==> src/rtl/cpu_ctrl_pkg.sv <==
// Shared definitions for the multi-cycle control unit: opcodes, FSM states,
// control-field codes and the packed control word.
package cpu_ctrl_pkg;

   localparam logic [3:0] OP_RTYPE  = 4'h0;
   localparam logic [3:0] OP_BR_LO  = 4'h3;
   localparam logic [3:0] OP_BR_HI  = 4'h5;
   localparam logic [3:0] OP_IMM_LO = 4'h8;
   localparam logic [3:0] OP_IMM_HI = 4'hB;
   localparam logic [3:0] OP_LOAD   = 4'hC;
   localparam logic [3:0] OP_STORE  = 4'hD;
   localparam logic [3:0] OP_JUMP   = 4'hE;
   localparam logic [3:0] OP_HALT   = 4'hF;

   localparam logic [3:0] FN_NOP = 4'h0;
   localparam logic [3:0] FN_MUL = 4'h1;
   localparam logic [3:0] FN_DIV = 4'h2;

   typedef enum logic [2:0] {
      FETCH  = 3'd0,
      DECODE = 3'd1,
      EXEC   = 3'd2,
      MEM    = 3'd3,
      WB     = 3'd4,
      HALT   = 3'd5
   } state_t;

   localparam logic [1:0] RW_NONE   = 2'd0;
   localparam logic [1:0] RW_OP1    = 2'd1;
   localparam logic [1:0] RW_OP1_R0 = 2'd2;
   localparam logic [1:0] RW_CMP    = 2'd3;

   localparam logic [1:0] EX_ZERO8 = 2'd0;
   localparam logic [1:0] EX_SIGN8 = 2'd1;
   localparam logic [1:0] EX_SIGN4 = 2'd2;

   localparam logic [1:0] MW_IDLE  = 2'd0;
   localparam logic [1:0] MW_WRITE = 2'd1;
   localparam logic [1:0] MW_READ  = 2'd2;

   typedef struct packed {
      logic       alu_src_a;
      logic       alu_src_b;
      logic       mem_to_reg;
      logic       jump;
      logic       branch;
      logic [1:0] reg_write;
      logic [1:0] ex_sign;
      logic [1:0] mem_write;
      logic [3:0] alu_op;
   } ctrl_word_t;

   localparam int CW_W = $bits(ctrl_word_t);

   // Idle datapath word: register operands, ALU result, sequential PC.
   localparam ctrl_word_t CW_RESET = '{
      alu_src_a:  1'b1,
      alu_src_b:  1'b1,
      mem_to_reg: 1'b1,
      jump:       1'b1,
      branch:     1'b0,
      reg_write:  RW_NONE,
      ex_sign:    EX_ZERO8,
      mem_write:  MW_IDLE,
      alu_op:     4'hF
   };

endpackage

==> src/rtl/ctrl_decode.sv <==
// Combinational instruction decoder: opcode/funct to datapath control word,
// plus an indicator for undefined opcodes.
module ctrl_decode
   import cpu_ctrl_pkg::*;
(
   input  logic [15:0]     instr,
   output logic [CW_W-1:0] cw,
   output logic            illegal_op
);

   logic [3:0] opcode;
   logic [3:0] funct;
   logic       unused_fields;
   ctrl_word_t w;

   assign opcode        = instr[15:12];
   assign funct         = instr[3:0];
   assign unused_fields = ^instr[11:4];

   always_comb begin
      w          = CW_RESET;
      illegal_op = 1'b0;
      if (opcode == OP_RTYPE) begin
         w.alu_op = funct;
         if (funct == FN_NOP)
            w.reg_write = RW_NONE;
         else if (funct == FN_MUL || funct == FN_DIV)
            w.reg_write = RW_OP1_R0;
         else
            w.reg_write = RW_OP1;
      end else if (opcode inside {[OP_IMM_LO:OP_IMM_HI]}) begin
         w.alu_op    = opcode;
         w.alu_src_b = 1'b0;
         w.ex_sign   = EX_SIGN8;
         w.reg_write = RW_OP1;
      end else if (opcode inside {[OP_BR_LO:OP_BR_HI]}) begin
         w.alu_op    = opcode;
         w.branch    = 1'b1;
         w.reg_write = RW_CMP;
      end else if (opcode == OP_LOAD || opcode == OP_STORE) begin
         // Address = base register + sign-extended 4-bit offset.
         w.alu_src_a  = 1'b0;
         w.alu_src_b  = 1'b0;
         w.ex_sign    = EX_SIGN4;
         w.alu_op     = 4'hF;
         w.mem_to_reg = 1'b0;
         w.mem_write  = (opcode == OP_LOAD) ? MW_READ : MW_WRITE;
         w.reg_write  = (opcode == OP_LOAD) ? RW_OP1 : RW_NONE;
      end else if (opcode == OP_JUMP) begin
         w.jump = 1'b0;
      end else if (opcode != OP_HALT) begin
         illegal_op = 1'b1;
      end
   end

   assign cw = w;

endmodule

==> src/rtl/control_fsm.sv <==
// Multi-cycle instruction sequencer driving the datapath control inputs from
// a control word registered at decode time.
//
//   state  | meaning
//   FETCH  | load IR, advance PC
//   DECODE | decode instr, capture control word
//   EXEC   | ALU operation; compare-only writes enabled
//   MEM    | data memory access, bounded by MEM_TIMEOUT
//   WB     | register write-back, commit strobe
//   HALT   | absorbing until reset
module control_fsm
   import cpu_ctrl_pkg::*;
#(
   parameter int MEM_TIMEOUT = 15
)
(
   input  logic        clk,
   input  logic        reset,
   input  logic [15:0] instr,
   input  logic        mem_ready,
   output logic        ir_load,
   output logic        pc_write,
   output logic        AluScrA,
   output logic        AluSrcB,
   output logic        memToReg,
   output logic        jump,
   output logic        branch,
   output logic [1:0]  regWrite,
   output logic [1:0]  exSign,
   output logic [1:0]  memWrite,
   output logic [3:0]  Aluop,
   output logic        nest,
   output logic        halted,
   output logic        illegal
);

   localparam int TW = $clog2(MEM_TIMEOUT + 1);

   state_t          state, state_nx;
   ctrl_word_t      cw_q, cw_dec;
   logic [CW_W-1:0] cw_dec_bits;
   logic            illegal_op;
   logic [TW-1:0]   tmr;
   logic            tmr_tc;
   logic            timed_out;
   logic            illegal_q;

   ctrl_decode u_decode (
      .instr      (instr),
      .cw         (cw_dec_bits),
      .illegal_op (illegal_op)
   );

   assign cw_dec = ctrl_word_t'(cw_dec_bits);
   assign tmr_tc = (tmr == '0);

   always_ff @(posedge clk or negedge reset) begin
      if (!reset)
         state <= FETCH;
      else
         state <= state_nx;
   end

   always_comb begin
      state_nx = state;
      case (state)
         FETCH:   state_nx = DECODE;
         DECODE:  state_nx = (instr[15:12] == OP_HALT) ? HALT : EXEC;
         EXEC:    state_nx = (cw_q.mem_write != MW_IDLE) ? MEM : WB;
         MEM:     if (mem_ready || tmr_tc) state_nx = WB;
         WB:      state_nx = FETCH;
         HALT:    state_nx = HALT;
         default: state_nx = FETCH;
      endcase
   end

   always_ff @(posedge clk or negedge reset) begin
      if (!reset) begin
         cw_q      <= CW_RESET;
         tmr       <= '0;
         timed_out <= 1'b0;
         illegal_q <= 1'b0;
      end else begin
         if (state == DECODE && state_nx == EXEC) begin
            cw_q      <= cw_dec;
            timed_out <= 1'b0;
            if (illegal_op)
               illegal_q <= 1'b1;
         end
         // Terminal count on the last permitted low cycle forces WB.
         if (state == EXEC)
            tmr <= TW'(MEM_TIMEOUT - 1);
         else if (state == MEM && !mem_ready && !tmr_tc)
            tmr <= tmr - TW'(1);
         if (state == MEM && !mem_ready && tmr_tc) begin
            timed_out <= 1'b1;
            illegal_q <= 1'b1;
         end
      end
   end

   always_comb begin
      ir_load  = (state == FETCH);
      pc_write = (state == FETCH);
      nest     = (state == WB);
      halted   = (state == HALT);
      illegal  = illegal_q;
      AluScrA  = cw_q.alu_src_a;
      AluSrcB  = cw_q.alu_src_b;
      memToReg = cw_q.mem_to_reg;
      jump     = cw_q.jump;
      branch   = cw_q.branch;
      exSign   = cw_q.ex_sign;
      Aluop    = cw_q.alu_op;
      regWrite = RW_NONE;
      if (state == WB && !timed_out)
         regWrite = cw_q.reg_write;
      else if (state == EXEC && cw_q.reg_write == RW_CMP)
         regWrite = RW_CMP;
      memWrite = (state == MEM) ? cw_q.mem_write : MW_IDLE;
   end

endmodule
==> config.mk <==
export PLATFORM = sky130hd
export DESIGN_NAME = control_fsm
export DESIGN_NICKNAME = d
export VERILOG_FILES = /design/src/rtl/cpu_ctrl_pkg.sv /design/src/rtl/ctrl_decode.sv /design/src/rtl/control_fsm.sv
export SDC_FILE = /design/constraint.sdc
export NUM_CORES = 1
export LEC_CHECK = 0
export BUFFER_PORTS_ARGS = -buffer_cell sky130_fd_sc_hd__buf_2
export CORE_UTILIZATION = 45
export DETAILED_ROUTE_END_ITERATION = 7
export PLACE_DENSITY = 0.82
export RECOVER_POWER = 100
export SLEW_MARGIN = 25
export SYNTH_ARGS = -nofsm -noshare
export SYNTH_HDL_FRONTEND = slang
export SYNTH_HIERARCHICAL = 1
export SYNTH_SLANG_ARGS = --single-unit
==> constraint.sdc <==
create_clock -name clk -period 2.3 [get_ports clk]
set_clock_uncertainty 0.05 [all_clocks]
set_input_delay 0.115 -clock clk [delete_from_list [all_inputs] [get_ports clk]]
set_output_delay 0.115 -clock clk [all_outputs]
set_load 0.02 [all_outputs]
==> impl_metrics.py, run 1 <==
metrics = {
    "routing": {
        "postRouteAntennaNets": 0,
        "first_iter_violations": 60,
        "drc": 0,
        "wirelength_mm": 2.65,
        "num_vias": 1108,
        "routedWlPerCell_um": 13.0,
        "via_per_inst": 5.43,
        "drt-pass1-iter-count": 4,
    },
    "synth": {
        "synth_fp_nets": 160,
        "synth_edf_count": 0,
        "synth_area_um2": 1460,
        "yosys_warnings": 6,
        "ys_ff_latch": 24,
        "synth_top_area_share_pct": 27.4,
        "yosysMostFrequentCell": "dfrtp_1",
        "ys_types": 49,
        "synth_area_leaders": "dfrtp_1 (27%), dfstp_2 (14%), mux2_2 (10%)",
        "synth-main-ff-cell": "dfrtp_1",
        "synthTopCellsByCount": "dfrtp_1 (16), mux2_2 (13), buf_4 (8), dfstp_2 (8)",
        "yosysTopAreaCell": "dfrtp_1",
        "syn_inst": 140,
        "synth-seq-area-share_pct": 41.7,
        "syn_area_per_cell_um2": 10.5,
        "async_flop_share_pct": 100,
    },
    "finish": {
        "drive_gt1_share_pct": 26.3,
        "num-fill-cells": 304,
        "syn_to_final_growth_pct": 6.84,
        "multiInputGateArea_um2": 706,
        "final_cell_count_no_fill": 204,
        "regArea_um2": 611,
        "nNetsFinal": 181,
        "antenna_cells": 0,
        "utilization_pct": 50.8,
    },
    "floorplanning": {
        "die_area_um2": 3490,
        "pin_count": 39,
        "rows": 20,
        "start_util_pct": 47.6,
        "dieHeight_um": 59.0,
        "die_w_um": 59.0,
        "core_um2": 3080,
    },
    "hold_path": {
        "hold_depth": 3,
        "worstHoldPathType": "in -> reg",
    },
    "cts": {
        "tritoncts": "done",
        "cts.path.max_buffers": 2,
        "cts_buffers": 3,
        "h-tree-depth": 1,
        "cts_hold_buf": 1,
        "cts_sinks": 24,
        "ctsResizeCount": 0,
        "clk_latency_ns": 0.31,
        "post_cts_buffers": 0,
        "clk_pin_slew_ns": 0.13,
        "cts-root-buf": "clkbuf_4",
    },
    "timing": {
        "slew-limit-headroom_pct": 15.2,
        "tightest_slew_ns": 1.27,
        "fin_tns_setup_ns": 0,
        "finalCritPeriodShare_pct": 87.2,
        "rsz0062_at_grt": "no",
        "finalMaxSlewViolations": 0,
        "post-route-min-period_ns": 2.01,
        "max_freq_mhz": 499,
        "hold_violations": 0,
        "setup_viol": 0,
    },
    "critical_path": {
        "crit_type": "reg -> reg",
        "rr_worst_depth": 4,
        "worstPathArrival_ns": 2.17,
        "worstPathMaxFanout": 16,
        "cp-end-kind": "register",
        "crit_required_ns": 2.46,
        "startpoint_type": "register",
    },
    "placed_design": {
        "port_buffers": 30,
        "dp.cells": 199,
        "place_hpwl_mm": 1.96,
        "gp_congestion": 0.806,
    },
    "grt": {
        "antenna_found_initial": 0,
        "grt_pass1_vias": 1048,
        "grt_pass1_wl_mm": 4.68,
        "grt_max_degree": 25,
        "grt_remaining_overflow": 0,
        "grt_usage_pct": 17.5,
    },
    "power": {
        "peakVddDrop_uv": 527,
        "power_leakage_nw": 0.633,
        "power_density_nw_per_um2": 1120,
    },
    "job": {
        "cap_violations": 0,
    },
    "run_status": {
        "outcome": "completed",
    },
}
[metrics by stage]
stage          cell area [um2]  worst slack, ns  total power [mW]  hold slack [ns]
2_1_floorplan             1460            0.285              1.48           -0.231
3_5_place_dp              1560            0.594              1.61           0.0818
5_1_grt                   1560            0.162              1.88           0.0918
4_1_cts                   1610            0.358              1.83           0.0456
3_3_place_gp              1560            0.705              1.56           0.0602
6_report                  1560            0.295              1.75           0.0587
[logic make-up after synthesis]
logic type	Yosys count	share of synthesized area [%]
DFF	24	41.7
AOI/OAI and AO/OA	28	12.6
buffers and inverters	21	9.32
adders and majority gates	1	0.855
muxes	15	11.5
and+or+nand+nor	49	22.8
xor gates and xnor gates	2	1.20
[flip-flops by register name, summed over array words and instances (netlist names)]
signal,cells
Aluop,4
cw_q,4
tmr,4
state,3
exSign,2
AluScrA,1
AluSrcB,1
branch,1
illegal,1
jump,1
memToReg,1
timed_out,1
[report_power, final]
group / internal, mW / switching [mW] / total, mW
logic: 0.319 / 0.435 / 0.754
registers: 0.631 / 0.147 / 0.779
clock network: 0.0967 / 0.124 / 0.221
[path summary, 6_finish.rpt]
check | from | endpoint | slack, ns
max | state[0]$_DFF_PN0_ | cw_q[9]$_DFFE_PN0P_ | 0.29
min | mem_ready | state[2]$_DFF_PN0_ | 0.06
max reg2reg | state[0]$_DFF_PN0_ | cw_q[9]$_DFFE_PN0P_ | 0.29
min reg2reg | illegal$_DFFE_PN0P_ | illegal$_DFFE_PN0P_ | 0.45
max in group asynchronous | reset | branch$_DFFE_PN0P_ | 0.91
min in group asynchronous | reset | tmr[3]$_DFFE_PN0P_ | 0.55
[final cells by class]
type,instances,area share (%)
clock buffers,4,2.32
inverters,5,1.20
multi-input cells,95,45.1
flip-flops and latches,24,39.0
well taps,44,3.52
repair buffers,32,8.80
[layer usage]
metal / global-route usage (%) / part of all wire (%)
met1: 23.3 / 44
met2: 30.2 / 51
met3: 1.97 / 4.3
met4: 5.10 / 0.64
met5: 0 / 0
[critical path, cell delays in order, from the launching register on]
cell and delay [ns]:
dfrtp_1 0.59, nand2b_4 0.09, nor3_1 0.14, clkbuf_1 0.63
mux2_2 0.41
[layout by cell type, fill, tap and decap left out, types with 2 or more instances in the layout]
| master | netlist | layout |
|---|---|---|
| clkbuf_1 | 1 | 22 |
| dfrtp_1 | 16 | 16 |
| mux2_2 | 13 | 13 |
| buf_2 | 4 | 9 |
| dfstp_2 | 8 | 8 |
| o21ai_0 | 7 | 7 |
| nand2_1 | 7 | 7 |
| nor2_1 | 6 | 6 |
| a21oi_1 | 6 | 6 |
| inv_1 | 5 | 5 |
| nand2b_1 | 3 | 3 |
| nor3b_1 | 3 | 3 |
| o211ai_1 | 3 | 3 |
| nor2b_1 | 3 | 3 |
| or3_1 | 3 | 3 |
| a21o_1 | 3 | 3 |
| clkbuf_4 | 0 | 3 |
| nor3_1 | 1 | 2 |
| and2b_1 | 2 | 2 |
| o311ai_0 | 2 | 2 |
| and3_1 | 2 | 2 |
| nand3_1 | 2 | 2 |
| a21boi_0 | 2 | 2 |
| mux2_1 | 2 | 2 |
| nand3b_1 | 2 | 2 |
(Power assumes the default switching activity.)
==> run 2: changes to the inputs <==
==> constraint.sdc (replaced) <==
create_clock -name clk -period 2.3 [get_ports clk]
set_clock_uncertainty 0.05 [all_clocks]
set_input_delay 0.46 -clock clk [delete_from_list [all_inputs] [get_ports clk]]
set_output_delay 0.46 -clock clk [all_outputs]
set_load 0.02 [all_outputs]
==> impl_metrics.py, run 2 (same netlist as run 1, synthesis figures left out) <==
metrics = {
    "power": {
        "power_density_nw_per_um2": 1170,
        "peakVddDrop_uv": 584,
        "pwr-share-comb_pct": 41.3,
        "seqPwrFrac_pct": 42.4,
        "total_power_mw": 1.85,
        "swShare_pct": 39.0,
        "p_switching_mw": 0.721,
        "clock_power_share_pct": 16.3,
        "power_leakage_nw": 0.645,
        "p_int_mw": 1.13,
    },
    "critical_path": {
        "crit_required_ns": 1.79,
        "ff2ff_setup_slack_ns": 0.20,
        "startpoint_type": "register",
        "worstPathMaxFanout": 12,
        "cp-end-kind": "output port",
        "worstReg2RegStart": "state[2]$_DFF_PN0_",
        "rr_worst_depth": 4,
        "worstPathArrival_ns": 1.59,
        "crit_type": "reg -> out",
        "rr_endpoint": "branch$_DFFE_PN0P_",
    },
    "grt": {
        "grt_usage_pct": 17.5,
        "antenna_found_initial": 0,
        "grt_max_degree": 25,
        "grt_remaining_overflow": 0,
        "grt_pass1_wl_mm": 4.66,
        "grt_pass1_vias": 1073,
    },
    "routing": {
        "routedWlPerCell_um": 13.2,
        "postRouteAntennaNets": 0,
        "drc": 0,
        "via_per_inst": 5.39,
        "num_vias": 1095,
        "drt-pass1-iter-count": 4,
        "wirelength_mm": 2.68,
        "first_iter_violations": 29,
    },
    "cts": {
        "cts_buffers": 3,
        "h-tree-depth": 1,
        "cts-root-buf": "clkbuf_4",
        "clk_latency_ns": 0.32,
        "tritoncts": "done",
        "cts_sinks": 24,
        "cts.path.max_buffers": 2,
        "clk_pin_slew_ns": 0.14,
        "cts_hold_buf": 0,
    },
    "finish": {
        "final_common_cell": "clkbuf_1",
        "num-fill-cells": 302,
        "nNetsFinal": 180,
        "final_cell_mix": "clkbuf_1 (19), dfrtp_1 (15), mux2_2 (13)",
        "syn_to_final_growth_pct": 8.21,
        "drive_gt1_share_pct": 29.6,
        "antenna_cells": 0,
    },
    "floorplanning": {
        "core_um2": 3080,
        "die_w_um": 59.0,
        "die_area_um2": 3490,
        "pin_count": 39,
        "start_util_pct": 47.6,
        "dieHeight_um": 59.0,
        "rows": 20,
    },
    "timing": {
        "post-route-min-period_ns": 2.10,
        "slew-limit-headroom_pct": 15.8,
        "max_freq_mhz": 475,
        "finalMaxSlewViolations": 0,
        "rsz0062_at_grt": "no",
        "setup_viol": 0,
        "fin_tns_setup_ns": 0,
        "finalCritPeriodShare_pct": 91.5,
        "hold_violations": 0,
        "fin_ws_ns": 0.196,
        "tightest_slew_ns": 1.26,
    },
    "placed_design": {
        "post-place-ws_ns": 0.361,
        "gp_congestion": 0.765,
        "port_buffers": 30,
        "place_hpwl_mm": 1.95,
    },
    "job": {
        "cap_violations": 0,
    },
    "hold_path": {
        "worstHoldPathType": "in -> async",
    },
    "run_status": {
        "outcome": "completed",
    },
}
## run 2: cell types whose count changed in the layout (fill, tap and decap cells not counted)
cell,change
nor3b_1,-1
nor3_4,+1
clkbuf_1,-3
dfrtp_2,+1
clkbuf_2,+2
dlygate4sd3_1,-1
clkbuf_8,-1
buf_2,+1
nor3_1,-1
nor3b_2,+1
nand2b_4,-1
dfrtp_1,-1
nand2b_1,+1
bufinv_16,+1
## run 2: power by group through the flow
stage	Combinational, mW	Sequential (mW)	Clock [mW]
6_report	0.764	0.784	0.301
4_1_cts	0.824	0.788	0.312
5_1_grt	0.848	0.815	0.321
2_1_floorplan	0.700	0.782	0
3_5_place_dp	0.819	0.794	0
3_3_place_gp	0.791	0.775	0
## run 2: how the worst max path moves through the flow
| stage | from | to | slack (ns) | cells after the start |
|---|---|---|---|---|
| 5_1_grt | state[0]$_DFF_PN0_ | regWrite[0] | 0.03 | 4 |
| 2_1_floorplan | state[0]$_DFF_PN0_ | regWrite[0] | 0.18 | 4 |
| 6_report | state[0]$_DFF_PN0_ | regWrite[0] | 0.20 | 4 |
| 3_3_place_gp | state[1]$_DFF_PN0_ | regWrite[1] | 0.41 | 4 |
| 4_1_cts | state[1]$_DFF_PN0_ | regWrite[0] | 0.11 | 4 |
| 3_5_place_dp | state[1]$_DFF_PN0_ | regWrite[0] | 0.36 | 4 |
## run 2: per-stage QoR
step / util (%) / std cells / cell area (um2) / hold WS, ns
finish: 51.5 / 203 / 1580 / 0.330
global route: 51.5 / 203 / 1580 / 0.437
CTS: 52.7 / 203 / 1620 / 0.0592
detailed placement: 50.8 / 199 / 1560 / 0.405
global placement: 50.8 / 199 / 1560 / 0.399
floorplan: - / 140 / 1470 / 0.114
## run 2: cell type report
cell class              instances  area [um2]  share of cell area (%)
multi-input cells              95         714                    45.1
flip-flops and latches         24         612                    38.6
repair buffers                 31         131                    8.29
well taps                      44        55.1                    3.48
clock inverters                 1        30.0                    1.90
clock buffers                   3        22.5                    1.42
inverters                       5        18.8                    1.18
## run 2: repair_timing
item	CTS	global route
cloned	0	0
resized for setup	1	1
setup endpoints to repair	2	1
hold endpoints to repair	0	0
pin swaps	0	0
buffers inserted	0	0
## run 2: layer usage
| metal | share of wire, % | routed length (um) | track usage, % | up-vias |
|---|---|---|---|---|
| li1 | - | - | - | 526 |
| met1 | 43 | 1160 | 21.5 | 539 |
| met2 | 52 | 1400 | 31.5 | 28 |
| met3 | 3.6 | 96 | 1.97 | 2 |
| met4 | 0.45 | 12 | 6.46 | 0 |
| met5 | 0 | 0 | 0 | - |
## run 2: critical path, cell delays in order, from the launching register on
cell and delay (ns):
dfrtp_1 0.52, nor3b_2 0.32, nand2_1 0.10, a21boi_0 0.17
clkbuf_2 0.19
==> run 3: changes to the inputs <==
- BUFFER_PORTS_ARGS: -buffer_cell sky130_fd_sc_hd__buf_2 -> -buffer_cell sky130_fd_sc_hd__clkbuf_2
==> impl_metrics.py, run 3 (same netlist as run 1, synthesis figures left out) <==
metrics = {
    "run_status": {
        "outcome": "completed",
    },
    "placed_design": {
        "gp_congestion": 0.801,
        "post-place-ws_ns": 0.346,
        "place_hpwl_mm": 2.08,
        "port_buffers": 30,
    },
    "critical_path": {
        "worstReg2RegStart": "state[2]$_DFF_PN0_",
        "rr_endpoint": "cw_q[9]$_DFFE_PN0P_",
        "worstPathMaxFanout": 10,
        "ff2ff_setup_slack_ns": 0.23,
        "crit_path_start": "state[1]$_DFF_PN0_",
        "worstPathArrival_ns": 1.61,
        "critPathCapture": "regWrite[1]",
        "startpoint_type": "register",
        "rr_worst_depth": 4,
        "cp-end-kind": "output port",
        "crit_type": "reg -> out",
        "crit_required_ns": 1.79,
    },
    "finish": {
        "final_cell_mix": "clkbuf_1 (20), dfrtp_1 (15), mux2_2 (13)",
        "syn_to_final_growth_pct": 8.89,
        "num-fill-cells": 303,
        "final_common_cell": "clkbuf_1",
        "nNetsFinal": 183,
        "antenna_cells": 0,
        "multiInputGateArea_um2": 719,
        "regArea_um2": 612,
        "drive_gt1_share_pct": 30.9,
    },
    "power": {
        "pwr-share-comb_pct": 44.8,
        "clock_power_share_pct": 12.7,
        "seqPwrFrac_pct": 42.5,
        "p_int_mw": 1.06,
        "p_switching_mw": 0.733,
        "power_leakage_nw": 0.653,
        "power_density_nw_per_um2": 1130,
        "peakVddDrop_uv": 676,
        "swShare_pct": 40.8,
    },
    "timing": {
        "rsz0062_at_grt": "no",
        "finalCritPeriodShare_pct": 92.2,
        "fin_tns_setup_ns": 0,
        "hold_violations": 0,
        "finalMaxSlewViolations": 0,
        "setup_viol": 0,
        "slew-limit-headroom_pct": 16.6,
        "tightest_slew_ns": 1.25,
        "max_freq_mhz": 472,
        "fin_ws_ns": 0.180,
        "post-route-min-period_ns": 2.12,
    },
    "cts": {
        "clk_pin_slew_ns": 0.13,
        "post_cts_buffers": 0,
        "cts.path.max_buffers": 2,
        "clk_latency_ns": 0.32,
        "cts-root-buf": "clkbuf_4",
        "cts_buffers": 3,
        "cts_sinks": 24,
        "cts_hold_buf": 0,
        "tritoncts": "done",
        "h-tree-depth": 1,
    },
    "routing": {
        "num_vias": 1098,
        "drt-pass1-iter-count": 4,
        "postRouteAntennaNets": 0,
        "first_iter_violations": 45,
        "routedWlPerCell_um": 13.6,
        "wirelength_mm": 2.79,
        "via_per_inst": 5.33,
        "drc": 0,
    },
    "floorplanning": {
        "pin_count": 39,
        "rows": 20,
        "die_area_um2": 3490,
        "core_um2": 3080,
        "dieHeight_um": 59.0,
        "start_util_pct": 47.6,
        "die_w_um": 59.0,
    },
    "job": {
        "cap_violations": 0,
    },
    "grt": {
        "grt_pass1_vias": 1008,
        "grt_max_degree": 25,
        "antenna_found_initial": 0,
        "grt_pass1_wl_mm": 4.72,
        "grt_remaining_overflow": 0,
        "grt_usage_pct": 18.1,
    },
    "hold_path": {
        "worstHoldPathType": "in -> async",
    },
}
-- run 3: area by class of cell --
class                   instances  share of cell area [%]
flip-flops and latches         24                    38.4
inverters                       5                    1.18
multi-input cells              95                    45.1
repair buffers                 34                    9.58
well taps                      44                    3.45
clock buffers                   4                    2.28
-- run 3: how the worst min path moves through the flow --
stage	slack (ns)	end	cells past startpoint	start
after CTS	0.07	branch$_DFFE_PN0P_	1	reset
after global placement	0.40	illegal$_DFFE_PN0P_	1	illegal$_DFFE_PN0P_
after global routing	0.42	state[2]$_DFF_PN0_	3	mem_ready
after floorplan	0.11	branch$_DFFE_PN0P_	0	reset
after detailed placement	0.41	illegal$_DFFE_PN0P_	1	illegal$_DFFE_PN0P_
final	0.32	cw_q[4]$_DFFE_PN0P_	1	reset
-- run 3: through the flow --
| stage | hold slack (ns) | instance area (um2) | util [%] | power [mW] | std cells |
|---|---|---|---|---|---|
| floorplan | 0.114 | 1470 | - | 1.48 | 140 |
| global placement | 0.403 | 1590 | 51.5 | 1.59 | 202 |
| detailed placement | 0.409 | 1590 | 51.5 | 1.64 | 202 |
| CTS | 0.0728 | 1630 | 52.9 | 1.88 | 206 |
| global route | 0.423 | 1590 | 51.8 | 1.93 | 206 |
| finish | 0.320 | 1590 | 51.8 | 1.80 | 206 |
-- run 3: critical path, cell delays in order (launching register included) --
cell      delay, ns
dfrtp_2        0.50
nor3b_2        0.31
nand2_1        0.08
a21boi_0       0.16
clkbuf_1       0.25
-- run 3: layer usage --
metal	GRT usage, %	vias up	wire (um)
li1	-	528	-
met1	23.0	529	1200
met2	31.2	36	1400
met3	3.93	5	156
met4	4.76	0	28
met5	0	-	0
-- run 3: power by group through the flow --
| stage | clock [mW] | combinational, mW | sequential [mW] |
|---|---|---|---|
| after floorplan | 0 | 0.700 | 0.782 |
| after global placement | 0 | 0.831 | 0.756 |
| after detailed placement | 0 | 0.866 | 0.772 |
| after CTS | 0.239 | 0.871 | 0.766 |
| after global routing | 0.250 | 0.889 | 0.794 |
| final | 0.228 | 0.806 | 0.764 |
-- run 3: repair_timing --
item / CTS / global route
endpoints found under the hold margin: 0 / 0
endpoints found under the setup margin: 2 / 2
gates resized for setup: 1 / 1
